**src/rtl/imem_arbiter_if.sv**
```systemverilog
// Core-side fetch bus of the shared instruction-memory arbiter: two request
// channels plus their grants and registered read-data returns.
interface imem_arbiter_if #(
  parameter int ADDR_W = 9,
  parameter int DATA_W = 32
);
  logic              req0;
  logic              req1;
  logic [0:ADDR_W-1] addr0;
  logic [0:ADDR_W-1] addr1;
  logic              gnt0;
  logic              gnt1;
  logic [0:DATA_W-1] rdata0;
  logic [0:DATA_W-1] rdata1;
  logic              rvalid0;
  logic              rvalid1;

  // master = the two cores, slave = the arbiter
  modport master (
    output req0, req1, addr0, addr1,
    input  gnt0, gnt1, rdata0, rdata1, rvalid0, rvalid1
  );

  modport slave (
    input  req0, req1, addr0, addr1,
    output gnt0, gnt1, rdata0, rdata1, rvalid0, rvalid1
  );
endinterface

```
**src/rtl/imem_arbiter.sv**
```systemverilog
// Round-robin arbiter sharing one asynchronous-read instruction memory between
// two cores, with registered read-data return and a saturating conflict counter.
module imem_arbiter #(
  parameter int ADDR_W = 9,
  parameter int DATA_W = 32,
  parameter int CNT_W  = 16
) (
  input  logic              i_clk,
  input  logic              i_reset,
  imem_arbiter_if.slave     bus,
  output logic [0:ADDR_W-1] o_imem_addr,
  input  logic [0:DATA_W-1] i_imem_data,
  output logic [0:CNT_W-1]  o_conflict_cnt
);

  typedef enum logic {
    LAST_CORE0 = 1'b0,
    LAST_CORE1 = 1'b1
  } last_e;

  last_e             r_last;
  last_e             w_last_nxt;
  logic              w_gnt0;
  logic              w_gnt1;
  logic              w_both;
  logic [0:DATA_W-1] r_rdata0;
  logic [0:DATA_W-1] r_rdata1;
  logic              r_rvalid0;
  logic              r_rvalid1;
  logic [0:CNT_W-1]  r_conflict_cnt;

  assign w_both = bus.req0 & bus.req1;

  // Most-recent-winner register; reset to core 1 so core 0 takes the first tie
  always_ff @(posedge i_clk) begin
    if (i_reset) begin
      r_last <= LAST_CORE1;
    end else begin
      r_last <= w_last_nxt;
    end
  end

  // Grant decode and next most-recent-winner; grants depend only on req/reset/last
  always_comb begin
    w_gnt0     = 1'b0;
    w_gnt1     = 1'b0;
    w_last_nxt = r_last;
    if (i_reset) begin
      w_gnt0 = 1'b0;
      w_gnt1 = 1'b0;
    end else begin
      case ({bus.req0, bus.req1})
        2'b10:   w_gnt0 = 1'b1;
        2'b01:   w_gnt1 = 1'b1;
        2'b11: begin
          if (r_last == LAST_CORE1) begin
            w_gnt0 = 1'b1;
          end else begin
            w_gnt1 = 1'b1;
          end
        end
        default: begin
          w_gnt0 = 1'b0;
          w_gnt1 = 1'b0;
        end
      endcase
    end
    if (w_gnt0) begin
      w_last_nxt = LAST_CORE0;
    end else if (w_gnt1) begin
      w_last_nxt = LAST_CORE1;
    end else begin
      w_last_nxt = r_last;
    end
  end

  // Idle cycles present addr0 so the memory address is never undefined
  assign o_imem_addr = w_gnt1 ? bus.addr1 : bus.addr0;

  // Capture the memory word for the winner; the loser's data holds
  always_ff @(posedge i_clk) begin
    if (i_reset) begin
      r_rdata0  <= {DATA_W{1'b0}};
      r_rdata1  <= {DATA_W{1'b0}};
      r_rvalid0 <= 1'b0;
      r_rvalid1 <= 1'b0;
    end else begin
      r_rvalid0 <= w_gnt0;
      r_rvalid1 <= w_gnt1;
      if (w_gnt0) begin
        r_rdata0 <= i_imem_data;
      end
      if (w_gnt1) begin
        r_rdata1 <= i_imem_data;
      end
    end
  end

  // Saturating count of both-requesting cycles
  always_ff @(posedge i_clk) begin
    if (i_reset) begin
      r_conflict_cnt <= {CNT_W{1'b0}};
    end else if (w_both && (r_conflict_cnt != {CNT_W{1'b1}})) begin
      r_conflict_cnt <= r_conflict_cnt + {{(CNT_W-1){1'b0}}, 1'b1};
    end else begin
      r_conflict_cnt <= r_conflict_cnt;
    end
  end

  assign bus.gnt0       = w_gnt0;
  assign bus.gnt1       = w_gnt1;
  assign bus.rdata0     = r_rdata0;
  assign bus.rdata1     = r_rdata1;
  assign bus.rvalid0    = r_rvalid0;
  assign bus.rvalid1    = r_rvalid1;
  assign o_conflict_cnt = r_conflict_cnt;

endmodule

```
**src/flat_wrapper.sv**
```systemverilog
// flat-port wrapper written by rule: the top's interface ports become plain ports
module imem_arbiter_flat 
#(
  parameter int ADDR_W = 9,
  parameter int DATA_W = 32,
  parameter int CNT_W  = 16
)
  (i_clk, i_reset, o_imem_addr, i_imem_data, o_conflict_cnt, bus_req0, bus_req1, bus_addr0, bus_addr1, bus_gnt0, bus_gnt1, bus_rdata0, bus_rdata1, bus_rvalid0, bus_rvalid1);
  imem_arbiter_if #(.ADDR_W(ADDR_W), .DATA_W(DATA_W)) bus_i ();
  input  logic i_clk;
  input  logic i_reset;
  output logic [0:ADDR_W-1] o_imem_addr;
  input  logic [0:DATA_W-1] i_imem_data;
  output logic [0:CNT_W-1] o_conflict_cnt;
  input wire logic [$bits(bus_i.req0)-1:0] bus_req0;
  input wire logic [$bits(bus_i.req1)-1:0] bus_req1;
  input wire logic [$bits(bus_i.addr0)-1:0] bus_addr0;
  input wire logic [$bits(bus_i.addr1)-1:0] bus_addr1;
  output wire logic [$bits(bus_i.gnt0)-1:0] bus_gnt0;
  output wire logic [$bits(bus_i.gnt1)-1:0] bus_gnt1;
  output wire logic [$bits(bus_i.rdata0)-1:0] bus_rdata0;
  output wire logic [$bits(bus_i.rdata1)-1:0] bus_rdata1;
  output wire logic [$bits(bus_i.rvalid0)-1:0] bus_rvalid0;
  output wire logic [$bits(bus_i.rvalid1)-1:0] bus_rvalid1;
  assign bus_i.req0 = bus_req0;
  assign bus_i.req1 = bus_req1;
  assign bus_i.addr0 = bus_addr0;
  assign bus_i.addr1 = bus_addr1;
  assign bus_gnt0 = bus_i.gnt0;
  assign bus_gnt1 = bus_i.gnt1;
  assign bus_rdata0 = bus_i.rdata0;
  assign bus_rdata1 = bus_i.rdata1;
  assign bus_rvalid0 = bus_i.rvalid0;
  assign bus_rvalid1 = bus_i.rvalid1;
  imem_arbiter #(.ADDR_W(ADDR_W), .DATA_W(DATA_W), .CNT_W(CNT_W)) u_core (.i_clk(i_clk), .i_reset(i_reset), .bus(bus_i), .o_imem_addr(o_imem_addr), .i_imem_data(i_imem_data), .o_conflict_cnt(o_conflict_cnt));
endmodule
```
**config.mk**
```make
export PLATFORM = sky130hd
export DESIGN_NAME = imem_arbiter_flat
export DESIGN_NICKNAME = d
export VERILOG_FILES = /design/src/rtl/imem_arbiter_if.sv /design/src/rtl/imem_arbiter.sv /design/src/flat_wrapper.sv
export SDC_FILE = /design/constraint.sdc
export NUM_CORES = 1
export LEC_CHECK = 0
export BUFFER_PORTS_ARGS = -buffer_cell sky130_fd_sc_hd__buf_2
export CORE_AREA = 5 5 91 93
export DETAILED_ROUTE_END_ITERATION = 8
export DIE_AREA = 0 0 96 98
export PLACE_DENSITY_LB_ADDON = 0.05
export RECOVER_POWER = 25
export SYNTH_ARGS = -nofsm -noshare
export SYNTH_HDL_FRONTEND = slang
export SYNTH_SLANG_ARGS = --single-unit
```
**constraint.sdc**
```tcl
create_clock -name i_clk -period 3.03 [get_ports i_clk]
set_clock_uncertainty 0.2 [all_clocks]
set_input_delay 0.303 -clock i_clk [delete_from_list [all_inputs] [get_ports i_clk]]
set_output_delay 0.303 -clock i_clk [all_outputs]
set_load 0.005 [all_outputs]
```
==> impl_metrics.py, run 1 <==
metrics = {
    "outcome": {
        "status": "complete, but fails checks",
        "violations": "capacitance limit, slew limit",
    },
    "worst_setup_path": {
        "cpMaxStageDelayCell": "clkbuf_2",
        "crit_path_end_kind": "output pin",
        "cp_cell_sequence": "buf_2 -> clkbuf_2 -> nor2_1 -> buf_2",
        "cp_data_required_time_ns": 2.53,
        "arrival_ns": 1.98,
        "cp_common_cell": "buf_2",
        "worstSetupPathType": "primary input to output pin",
        "cp-start-kind": "primary input",
        "path_buf_inv": 3,
        "critPathMaxStageDelay_ns": 1.23,
        "worstPathMaxFanout": 85,
        "worst-path-stages": 4,
        "crit_family": "buffers and inverters",
        "worstRegToRegCells": 5,
    },
    "routing": {
        "dr.pass1.iters": 5,
        "viasPerCell": 4.93,
        "route.detailed.drc": 0,
        "wl_met3_um": 680,
        "met2_length_mm": 4.62,
        "finalWirelength_mm": 9.21,
        "antenna_left": 0,
        "wl_met1_mm": 3.82,
        "drt_iter0_drc": 78,
        "vias": 3326,
        "top_layer": "met4",
        "wl_per_cell_um": 13.6,
    },
    "synthesis": {
        "yosysMostFrequentCell": "nand2_1",
        "syn_inst": 401,
        "yosysTopAreaCell": "dfxtp_1",
        "synth_warnings": 0,
        "ys_top_cells_by_area": "dfxtp_1 (52%), nand2_1 (16%), a21oi_1 (12%)",
        "syn-num-nets": 456,
        "synth_area_um2": 3220,
        "synth_ff_type": "dfxtp_1",
        "synth_xor_xnor_area_share": 0,
        "synth_top_family_by_area": "simple AND/OR/NAND/NOR gates",
        "syn_avg_cell_area_um2": 8.03,
        "ys_ff_latch": 83,
        "synth_top_area_share": 0.516,
        "synth_cell_type_count": 29,
        "synth_edf_count": 0,
        "synth_common_cells": "nand2_1 (137), dfxtp_1 (83), a21oi_1 (77), clkbuf_1 (23)",
        "synthAdderAreaFrac": 0.00389,
        "ys_seq_area_frac": 0.516,
        "synth.mux.area_fraction": 0.0350,
        "synth-simple-area-share": 0.247,
        "synth-compound-area-share": 0.159,
        "synthArstFlopShare": 0,
    },
    "min_path": {
        "hold_path.class": "primary input to flop",
        "min_path_cells": 3,
    },
    "pwr": {
        "p_int_mw": 1.82,
        "p_per_area_nw_per_um2": 528,
        "swShare": 0.237,
        "power_leakage_nw": 1.94,
        "p_comb_frac": 0.121,
        "p_clk_frac": 0.390,
        "seqPwrFrac": 0.490,
        "ir_drop_v": 0.000317,
        "switchingPower_uw": 565,
    },
    "finish": {
        "fill_cells": 714,
        "drive_gt1_frac": 0.274,
        "nets": 624,
        "antenna_cells": 0,
        "utilization": 0.607,
        "multi_input_area_um2": 1430,
        "layout.area.seq_um2": 1660,
        "area_growth_pct": 40.5,
    },
    "timing": {
        "relSlewSlack": -0.143,
        "final-setup-viol-count": 0,
        "fin_crit_sh": 0.819,
        "rsz0062_at_grt": "no",
        "tightestPinTransition_ns": 1.71,
        "drv_slew": 86,
        "finalHoldViolCount": 0,
        "finalSetupTns_ns": 0,
        "fin_crit_ns": 2.48,
        "fmax_ghz": 0.403,
    },
    "global_routing": {
        "grt_pass1_vias": 3157,
        "grt_pass1_wl_mm": 14.9,
        "globalRouteTotalUtil": 0.198,
        "grt_max_degree": 86,
        "antenna_found_initial": 0,
        "grt-ovfl-total": 0,
    },
    "place": {
        "routabilityCongestion": 0.732,
        "numPortBuffers": 146,
        "place_hpwl_mm": 6.29,
    },
    "floorplan": {
        "die_height_um": 98,
        "core-area_um2": 7450,
        "design.die.area_um2": 9410,
        "io_pins": 147,
        "die_x_um": 96,
        "initial_core_util": 0.432,
        "num_rows": 32,
    },
    "clocking": {
        "clock_latency_ns": 0.35,
        "cts_tree": "built",
        "clkTransAtPathRegs_ns": 0.07,
        "ctsResizeCount": 0,
        "clockBufferDepth": 2,
        "cts_sinks": 83,
        "cts_buffers": 9,
        "clk_root_buffer_cell": "clkbuf_8",
        "post-cts-setup-buffer-count": 0,
        "htree_levels": 3,
    },
    "flow_run": {
        "cap_violations": 1,
    },
}
cells by family after synthesis:
kind of cell	after synthesis
buffers and inverters	31
DFF	83
and+or+nand+nor	182
AOI/OAI and AO/OA	94
adders and majority gates	1
muxes	10
per-stage QoR:
step | worst slack, ns | power (mW) | hold slack (ns) | cells | instance area (um^2)
final | 0.548 | 2.39 | 0.0117 | 675 | 4520
after global routing | 0.405 | 2.49 | 0.00983 | 675 | 4520
after CTS | 0.631 | 2.42 | 0.000867 | 675 | 4550
after detailed placement | 0.743 | 1.46 | 0.243 | 630 | 4020
after global placement | 0.809 | 1.45 | 0.239 | 630 | 4020
after floorplan | 0.881 | 1.32 | 0.239 | 401 | 3220
layer usage:
layer,GRT usage,up-vias
met4,0.0580,0
li1,-,1693
met2,0.338,90
met1,0.233,1535
met3,0.0647,8
met5,0,-
tightest hold or removal path: cells and delay by family:
kind,cells,cell delay (ns)
buf+inv,1,0.11
simple gates,1,0.05
compound gates,1,0.05
flip-flops by register name, summed over array words and instances (netlist names):
name / cells
u_core.bus.rdata0: 32
u_core.bus.rvalid0: 1
u_core.bus.rdata1: 32
u_core.r_last: 1
u_core.o_conflict_cnt: 16
u_core.bus.rvalid1: 1
area by class of cell:
cell class                      count  area share
Timing Repair Buffer              183       0.232
Sequential cell                    83       0.368
Multi-Input combinational cell    287       0.317
Clock buffer                       10      0.0282
Clock inverter                      5      0.0227
Inverter                            5     0.00415
Tap cell                          102      0.0282
cells in the final DEF (no fill, tap or decap), types with 3 or more instances in the layout:
| cell | n |
|---|---|
| buf_4 | 6 |
| nand4_1 | 6 |
| nand3_1 | 6 |
| dlygate4sd3_1 | 30 |
| clkbuf_1 | 25 |
| a21oi_1 | 77 |
| o31ai_1 | 10 |
| or3_1 | 5 |
| mux2_2 | 10 |
| or4_1 | 9 |
| nor2_1 | 7 |
| buf_2 | 122 |
| a211oi_1 | 3 |
| inv_1 | 5 |
| bufinv_16 | 3 |
| nand2_1 | 137 |
| clkbuf_8 | 9 |
| dfxtp_1 | 83 |
worst paths after layout:
kind                                                 from                  endpoint  slack [ns]
worst max register to register  u_core.o_conflict_cnt[15]  u_core.o_conflict_cnt[1]        0.68
worst max-delay path                              i_reset                  bus_gnt0        0.55
worst min register to register      u_core.bus.rdata1[17]     u_core.bus.rdata1[17]        0.25
worst min-delay path                      i_imem_data[16]     u_core.bus.rdata0[16]        0.01
power by group through the flow:
| stage | Clock [mW] | Sequential [mW] | Combinational, mW |
|---|---|---|---|
| 2_1_floorplan | 0 | 1.20 | 0.125 |
| 3_3_place_gp | 0 | 1.19 | 0.263 |
| 3_5_place_dp | 0 | 1.19 | 0.266 |
| 4_1_cts | 0.953 | 1.17 | 0.297 |
| 5_1_grt | 0.993 | 1.18 | 0.325 |
| 6_report | 0.929 | 1.17 | 0.288 |
timing repair:
item | in CTS | in global routing
setup endpoints to repair | 0 | 0
hold buffers | 30 | 0
hold endpoints to repair | 50 | 0
(Power assumes the default switching activity.)
==> inputs of run 2 (changes only) <==
Settings changed: ABC_AREA set to 1, CORE_AREA 5 5 91 93 to 5 5 92 94, DIE_AREA 0 0 96 98 to 0 0 97 99.
Clock period 3.03 ns to 2.3 ns, I/O delays scaled along.
==> run 2 against run 1 <==
Compared with the run above:
- the flow now finishes without violations
- sequential share of layout area is 0.62 points lower
- hold slack better by 0.061 ns
- area after synthesis increased by 2.5%
- design area grew 1.7%
- via count grew 2.6%
- sequential power rose by 35%
- critical path type is now primary input to flop
- critical endpoint is now u_core.bus.rdata0[0]
- highest routed layer unchanged
==> impl_metrics.py, run 2 <==
metrics = {
    "worst_setup_path": {
        "arrival_ns": 2.16,
        "worstSetupPathType": "primary input to flop",
        "r2r_slack_ns": 0.41,
        "rr_startpoint": "u_core.r_last",
        "worstPathMaxFanout": 36,
        "crit_end": "u_core.bus.rdata0[0]",
        "cp-start-kind": "primary input",
        "crit_path_end_kind": "flop",
        "cp_data_required_time_ns": 2.38,
        "worstRegToRegCells": 7,
        "worstSetupStartpoint": "bus_req1",
        "worstReg2RegEnd": "u_core.bus.rdata0[0]",
    },
    "synthesis": {
        "yosysMostFrequentCell": "nand2_1",
        "synth_ff_type": "dfxtp_1",
        "synth_cell_type_count": 23,
        "synth_top_area_share": 0.504,
        "ys_top_cells_by_area": "dfxtp_1 (50%), nand2_1 (11%), a21oi_1 (10%)",
        "synth_warnings": 0,
        "synth_area_um2": 3300,
        "syn_avg_cell_area_um2": 7.58,
        "ys_ff_latch": 83,
        "ys_seq_area_frac": 0.504,
        "synth_edf_count": 0,
        "yosysTopAreaCell": "dfxtp_1",
        "synth_common_cells": "nand2_1 (93), dfxtp_1 (83), a21oi_1 (69), o21ai_1 (58), inv_1 (35)",
        "syn_inst": 435,
        "syn-num-nets": 490,
        "synthArstFlopShare": 0,
    },
    "routing": {
        "wl_per_cell_um": 12.6,
        "viasPerCell": 4.77,
        "finalWirelength_mm": 8.98,
        "vias": 3414,
        "route.detailed.drc": 0,
        "antenna_left": 0,
        "drt_iter0_drc": 105,
        "dr.pass1.iters": 4,
    },
    "clocking": {
        "clkTransAtPathRegs_ns": 0.09,
        "cts_buffers": 9,
        "cts_tree": "built",
        "clock_latency_ns": 0.35,
        "clk_root_buffer_cell": "clkbuf_8",
        "clockBufferDepth": 2,
        "cts_sinks": 83,
        "htree_levels": 3,
    },
    "floorplan": {
        "core-area_um2": 7570,
        "design.die.area_um2": 9600,
        "initial_core_util": 0.436,
        "io_pins": 147,
        "num_rows": 32,
        "die_height_um": 99,
        "die_x_um": 97,
    },
    "finish": {
        "layout_commonest_cell": "buf_2",
        "drive_gt1_frac": 0.251,
        "mostFrequentLayoutCells": "buf_2 (116), nand2_1 (93), dfxtp_1 (83)",
        "utilization": 0.608,
        "area_growth_pct": 39.4,
        "antenna_cells": 0,
        "nets": 663,
        "fill_cells": 718,
    },
    "timing": {
        "tightestPinTransition_ns": 1.13,
        "finalSetupTns_ns": 0,
        "rsz0062_at_grt": "no",
        "fin_crit_sh": 0.903,
        "relSlewSlack": 0.244,
        "finalHoldViolCount": 0,
        "fin_crit_ns": 2.08,
        "final-setup-viol-count": 0,
        "fmax_ghz": 0.481,
        "drv_slew": 0,
    },
    "global_routing": {
        "grt_pass1_vias": 3297,
        "antenna_found_initial": 0,
        "grt-ovfl-total": 0,
        "globalRouteTotalUtil": 0.188,
        "grt_pass1_wl_mm": 15.1,
        "grt_max_degree": 64,
    },
    "pwr": {
        "p_clk_frac": 0.345,
        "ir_drop_v": 0.000428,
        "p_int_mw": 2.23,
        "swShare": 0.270,
        "p_per_area_nw_per_um2": 666,
        "power_leakage_nw": 2.19,
        "p_comb_frac": 0.140,
        "switchingPower_uw": 826,
        "seqPwrFrac": 0.515,
    },
    "min_path": {
        "hold_path.class": "primary input to flop",
        "min_path_cells": 4,
    },
    "flow_run": {
        "cap_violations": 0,
    },
    "place": {
        "routabilityCongestion": 0.802,
        "place_hpwl_mm": 6.19,
        "numPortBuffers": 146,
    },
    "outcome": {
        "status": "finished clean",
    },
}
-- run 2: cell count changes after synthesis, moves of 6 or more --
cell,delta
o21ai_1,+58
nand2_1,-44
inv_1,+30
nor2_1,+25
clkbuf_1,-13
mux2_2,-10
o31ai_1,-10
or4_1,-9
a21oi_1,-8
buf_2,+7
nor2_2,+6
-- run 2: kinds of logic after synthesis --
logic type	share of synthesized area
AOI/OAI and AO/OA	0.200
xor gates and xnor gates	0.0186
adders and majority gates	0.00379
buffers and inverters	0.0815
DFF	0.504
and+or+nand+nor	0.193
-- run 2: cell type report --
type	instances	area [um^2]	area share
multi-input combinational	288	1370	0.299
clock inverter	7	75.1	0.0163
clock buffer	9	124	0.0269
tap	102	128	0.0278
sequential	83	1660	0.361
timing repair buffer	184	1070	0.233
inverter	42	163	0.0354
-- run 2: repair_timing --
item	in CTS	in global routing
endpoints found under the setup margin	0	10
hold endpoints to repair	65	0
hold buffers	34	0
resized for setup	0	4
setup buffers	0	0
-- run 2: metal layers --
layer	vias up	track usage	wire length, um
met2	98	0.327	4480
met5	-	0	0
met1	1543	0.215	3730
met4	0	0.0788	166
met3	18	0.0552	604
li1	1755	-	-
-- run 2: worst max-delay path, cell delays in order --
cell           delay, ns
dlygate4sd3_1       0.53
buf_2               0.14
nand2_1             0.08
nand2_1             0.24
inv_2               0.42
buf_12              0.25
o21ai_1             0.08
a21oi_1             0.18
-- run 2: metrics by stage --
| step | setup slack (ns) | hold WS [ns] | total power, mW | std cells | area, um^2 |
|---|---|---|---|---|---|
| final | 0.223 | 0.0727 | 3.06 | 715 | 4600 |
| after global routing | 0.0490 | 0.0859 | 3.22 | 715 | 4600 |
| after CTS | 0.0367 | 0.102 | 3.11 | 715 | 4630 |
| after detailed placement | 0.543 | 0.258 | 2.00 | 665 | 4090 |
| after global placement | 0.589 | 0.252 | 1.99 | 665 | 4090 |
| after floorplan | 0.642 | 0.159 | 1.81 | 435 | 3300 |
-- run 2: worst min path at each step --
stage / from / to / slack (ns)
3_3_place_gp: u_core.bus.rdata1[17] / u_core.bus.rdata1[17] / 0.25
4_1_cts: i_reset / u_core.bus.rdata1[26] / 0.10
2_1_floorplan: bus_req0 / u_core.r_last / 0.16
5_1_grt: i_reset / u_core.bus.rvalid1 / 0.09
3_5_place_dp: u_core.bus.rdata1[22] / u_core.bus.rdata1[22] / 0.26
6_report: i_reset / u_core.bus.rvalid1 / 0.07
-- run 2: power by group through the flow --
stage / registers [mW] / logic [mW] / clock network, mW
after floorplan: 1.61 / 0.193 / 0
after global placement: 1.60 / 0.387 / 0
after detailed placement: 1.61 / 0.394 / 0
after CTS: 1.57 / 0.440 / 1.09
after global routing: 1.59 / 0.484 / 1.14
final: 1.58 / 0.428 / 1.06
==> inputs of run 3 (changes only) <==
Settings changed: CORE_AREA 5 5 92 94 to 5 5 90 92, DIE_AREA 0 0 97 99 to 0 0 95 97, MAX_ROUTING_LAYER set to met4, REMOVE_ABC_BUFFERS set to 1.
==> run 3 against run 2 <==
Compared with the run above:
- maximum frequency grew 5.2%
- routed wire length shrank 0.53%
- register-to-register slack gained 0.11 ns
==> impl_metrics.py, run 3 (same netlist as run 2, synthesis figures left out) <==
metrics = {
    "outcome": {
        "status": "finished clean",
    },
    "routing": {
        "top_layer": "met4",
        "wl_met3_um": 612,
        "drt_iter0_drc": 87,
        "dr.pass1.iters": 4,
        "finalWirelength_mm": 8.93,
        "vias": 3376,
        "wl_per_cell_um": 12.5,
        "route.detailed.drc": 0,
        "viasPerCell": 4.73,
        "met2_length_mm": 4.46,
        "antenna_left": 0,
        "wl_met1_mm": 3.75,
    },
    "floorplan": {
        "num_rows": 31,
        "initial_core_util": 0.462,
        "die_x_um": 95,
        "design.die.area_um2": 9220,
        "die_height_um": 97,
        "core-area_um2": 7140,
        "io_pins": 147,
    },
    "worst_setup_path": {
        "cp_cell_sequence": "nand2_1 -> nand2_2 -> inv_2 -> nand2_2 -> inv_2 -> nand2_1 -> nand2_1 -> buf_2",
        "worstReg2RegEnd": "u_core.o_conflict_cnt[2]",
        "rr_startpoint": "u_core.o_conflict_cnt[15]",
        "worstSetupPathType": "flop to output pin",
        "cp_data_required_time_ns": 1.87,
        "cp-start-kind": "flop",
        "cp_common_cell": "nand2_1",
        "worst-path-stages": 8,
        "cpMaxStageDelayCell": "dfxtp_1",
        "path_buf_inv": 3,
        "worstRegToRegCells": 9,
        "crit_path_end_kind": "output pin",
        "r2r_slack_ns": 0.52,
        "critPathMaxStageDelay_ns": 0.35,
        "worstPathMaxFanout": 11,
        "crit_family": "simple AND/OR/NAND/NOR gates",
        "arrival_ns": 1.54,
    },
    "global_routing": {
        "grt_max_degree": 58,
        "antenna_found_initial": 0,
        "globalRouteTotalUtil": 0.203,
        "grt_pass1_wl_mm": 14.8,
        "grt_pass1_vias": 3234,
        "grt-ovfl-total": 0,
    },
    "timing": {
        "drv_slew": 0,
        "tightestPinTransition_ns": 0.555,
        "final-setup-viol-count": 0,
        "fin_crit_sh": 0.858,
        "rsz0062_at_grt": "no",
        "layout_setup_ws_ns": 0.326,
        "fin_crit_ns": 1.97,
        "finalHoldViolCount": 0,
        "fin_hold_ws_ns": 0.121,
        "relSlewSlack": 0.630,
        "fmax_ghz": 0.506,
        "finalSetupTns_ns": 0,
    },
    "pwr": {
        "seqPwrFrac": 0.501,
        "p_per_area_nw_per_um2": 681,
        "power_leakage_nw": 2.21,
        "swShare": 0.254,
        "p_int_mw": 2.34,
        "switchingPower_uw": 798,
        "p_clk_frac": 0.363,
        "p_comb_frac": 0.136,
        "ir_drop_v": 0.000427,
    },
    "clocking": {
        "post-cts-setup-buffer-count": 0,
        "cts_sinks": 83,
        "cts_buffers": 9,
        "clock_latency_ns": 0.34,
        "clockBufferDepth": 2,
        "cts_tree": "built",
        "htree_levels": 3,
        "clkTransAtPathRegs_ns": 0.09,
        "clk_root_buffer_cell": "clkbuf_8",
    },
    "place": {
        "place_ws_ns": 0.461,
        "numPortBuffers": 146,
        "routabilityCongestion": 0.776,
        "place_hpwl_mm": 6.18,
        "postPlaceCellArea_um2": 4090,
    },
    "finish": {
        "drive_gt1_frac": 0.256,
        "fin_area_um2": 4620,
        "nets": 664,
        "mostFrequentLayoutCells": "buf_2 (119), nand2_1 (93), dfxtp_1 (83)",
        "layout_commonest_cell": "buf_2",
        "area_growth_pct": 39.9,
        "antenna_cells": 0,
    },
    "min_path": {
        "min_from": "i_reset",
        "min_path_cells": 3,
        "worst_hold_path.endpoint": "u_core.bus.rdata0[2]",
        "hold_path.class": "primary input to flop",
    },
    "flow_run": {
        "cap_violations": 0,
    },
}
[run 3: changes by cell type in the layout (fill, tap and decap cells not counted), sizes merged]
cell      change
buf           +5
clkbuf        -3
clkinv        -1
clkinvlp      -1
bufinv        +1
[run 3: worst register-to-register path: stages, from the launching register on]
cell and delay [ns]:
dfxtp_1 0.36, ha_1 0.25, nand2_1 0.09, nor2_2 0.05
nand2_2 0.11, nor2_2 0.07, nor2_4 0.31, nand3_1 0.13
nand2_1 0.08, nor2_1 0.04
[run 3: worst max-delay path by stage]
stage	start	to	slack, ns
2_1_floorplan	i_reset	o_imem_addr[0]	0.006
3_3_place_gp	bus_req0	o_imem_addr[7]	0.51
3_5_place_dp	bus_req0	o_imem_addr[8]	0.46
4_1_cts	u_core.r_last	o_imem_addr[8]	0.10
5_1_grt	u_core.r_last	o_imem_addr[3]	0.14
6_report	u_core.r_last	o_imem_addr[8]	0.33
[run 3: final cells by class]
class	count	area [um^2]
Sequential cell	83	1660
Timing Repair Buffer	185	1090
Clock buffer	10	128
Inverter	42	158
Clock inverter	6	88.8
Tap cell	99	124
Multi-Input combinational cell	288	1370
Fill cell	707	2520
[run 3: timing repair]
action,CTS,global route
resized for setup,0,1
hold buffers,34,0
hold endpoints to repair,65,0
endpoints found under the setup margin,0,9
[run 3: stage by stage]
stage | utilization | total power, mW | std cells
floorplan | - | 1.78 | 413
global placement | 0.573 | 1.99 | 663
detailed placement | 0.573 | 2.00 | 663
CTS | 0.651 | 3.18 | 713
global route | 0.647 | 3.30 | 713
finish | 0.647 | 3.14 | 713
[run 3: power groups by stage]
stage / Sequential, mW / Clock [mW] / Combinational (mW)
global placement: 1.60 / 0 / 0.389
floorplan: 1.61 / 0 / 0.170
CTS: 1.57 / 1.16 / 0.443
detailed placement: 1.60 / 0 / 0.398
global route: 1.59 / 1.23 / 0.483
finish: 1.57 / 1.14 / 0.428
[run 3: layer usage]
layer,vias up,track usage
met5,-,-
met4,0,0.0511
met3,9,0.0566
met2,91,0.339
met1,1513,0.238
li1,1763,-
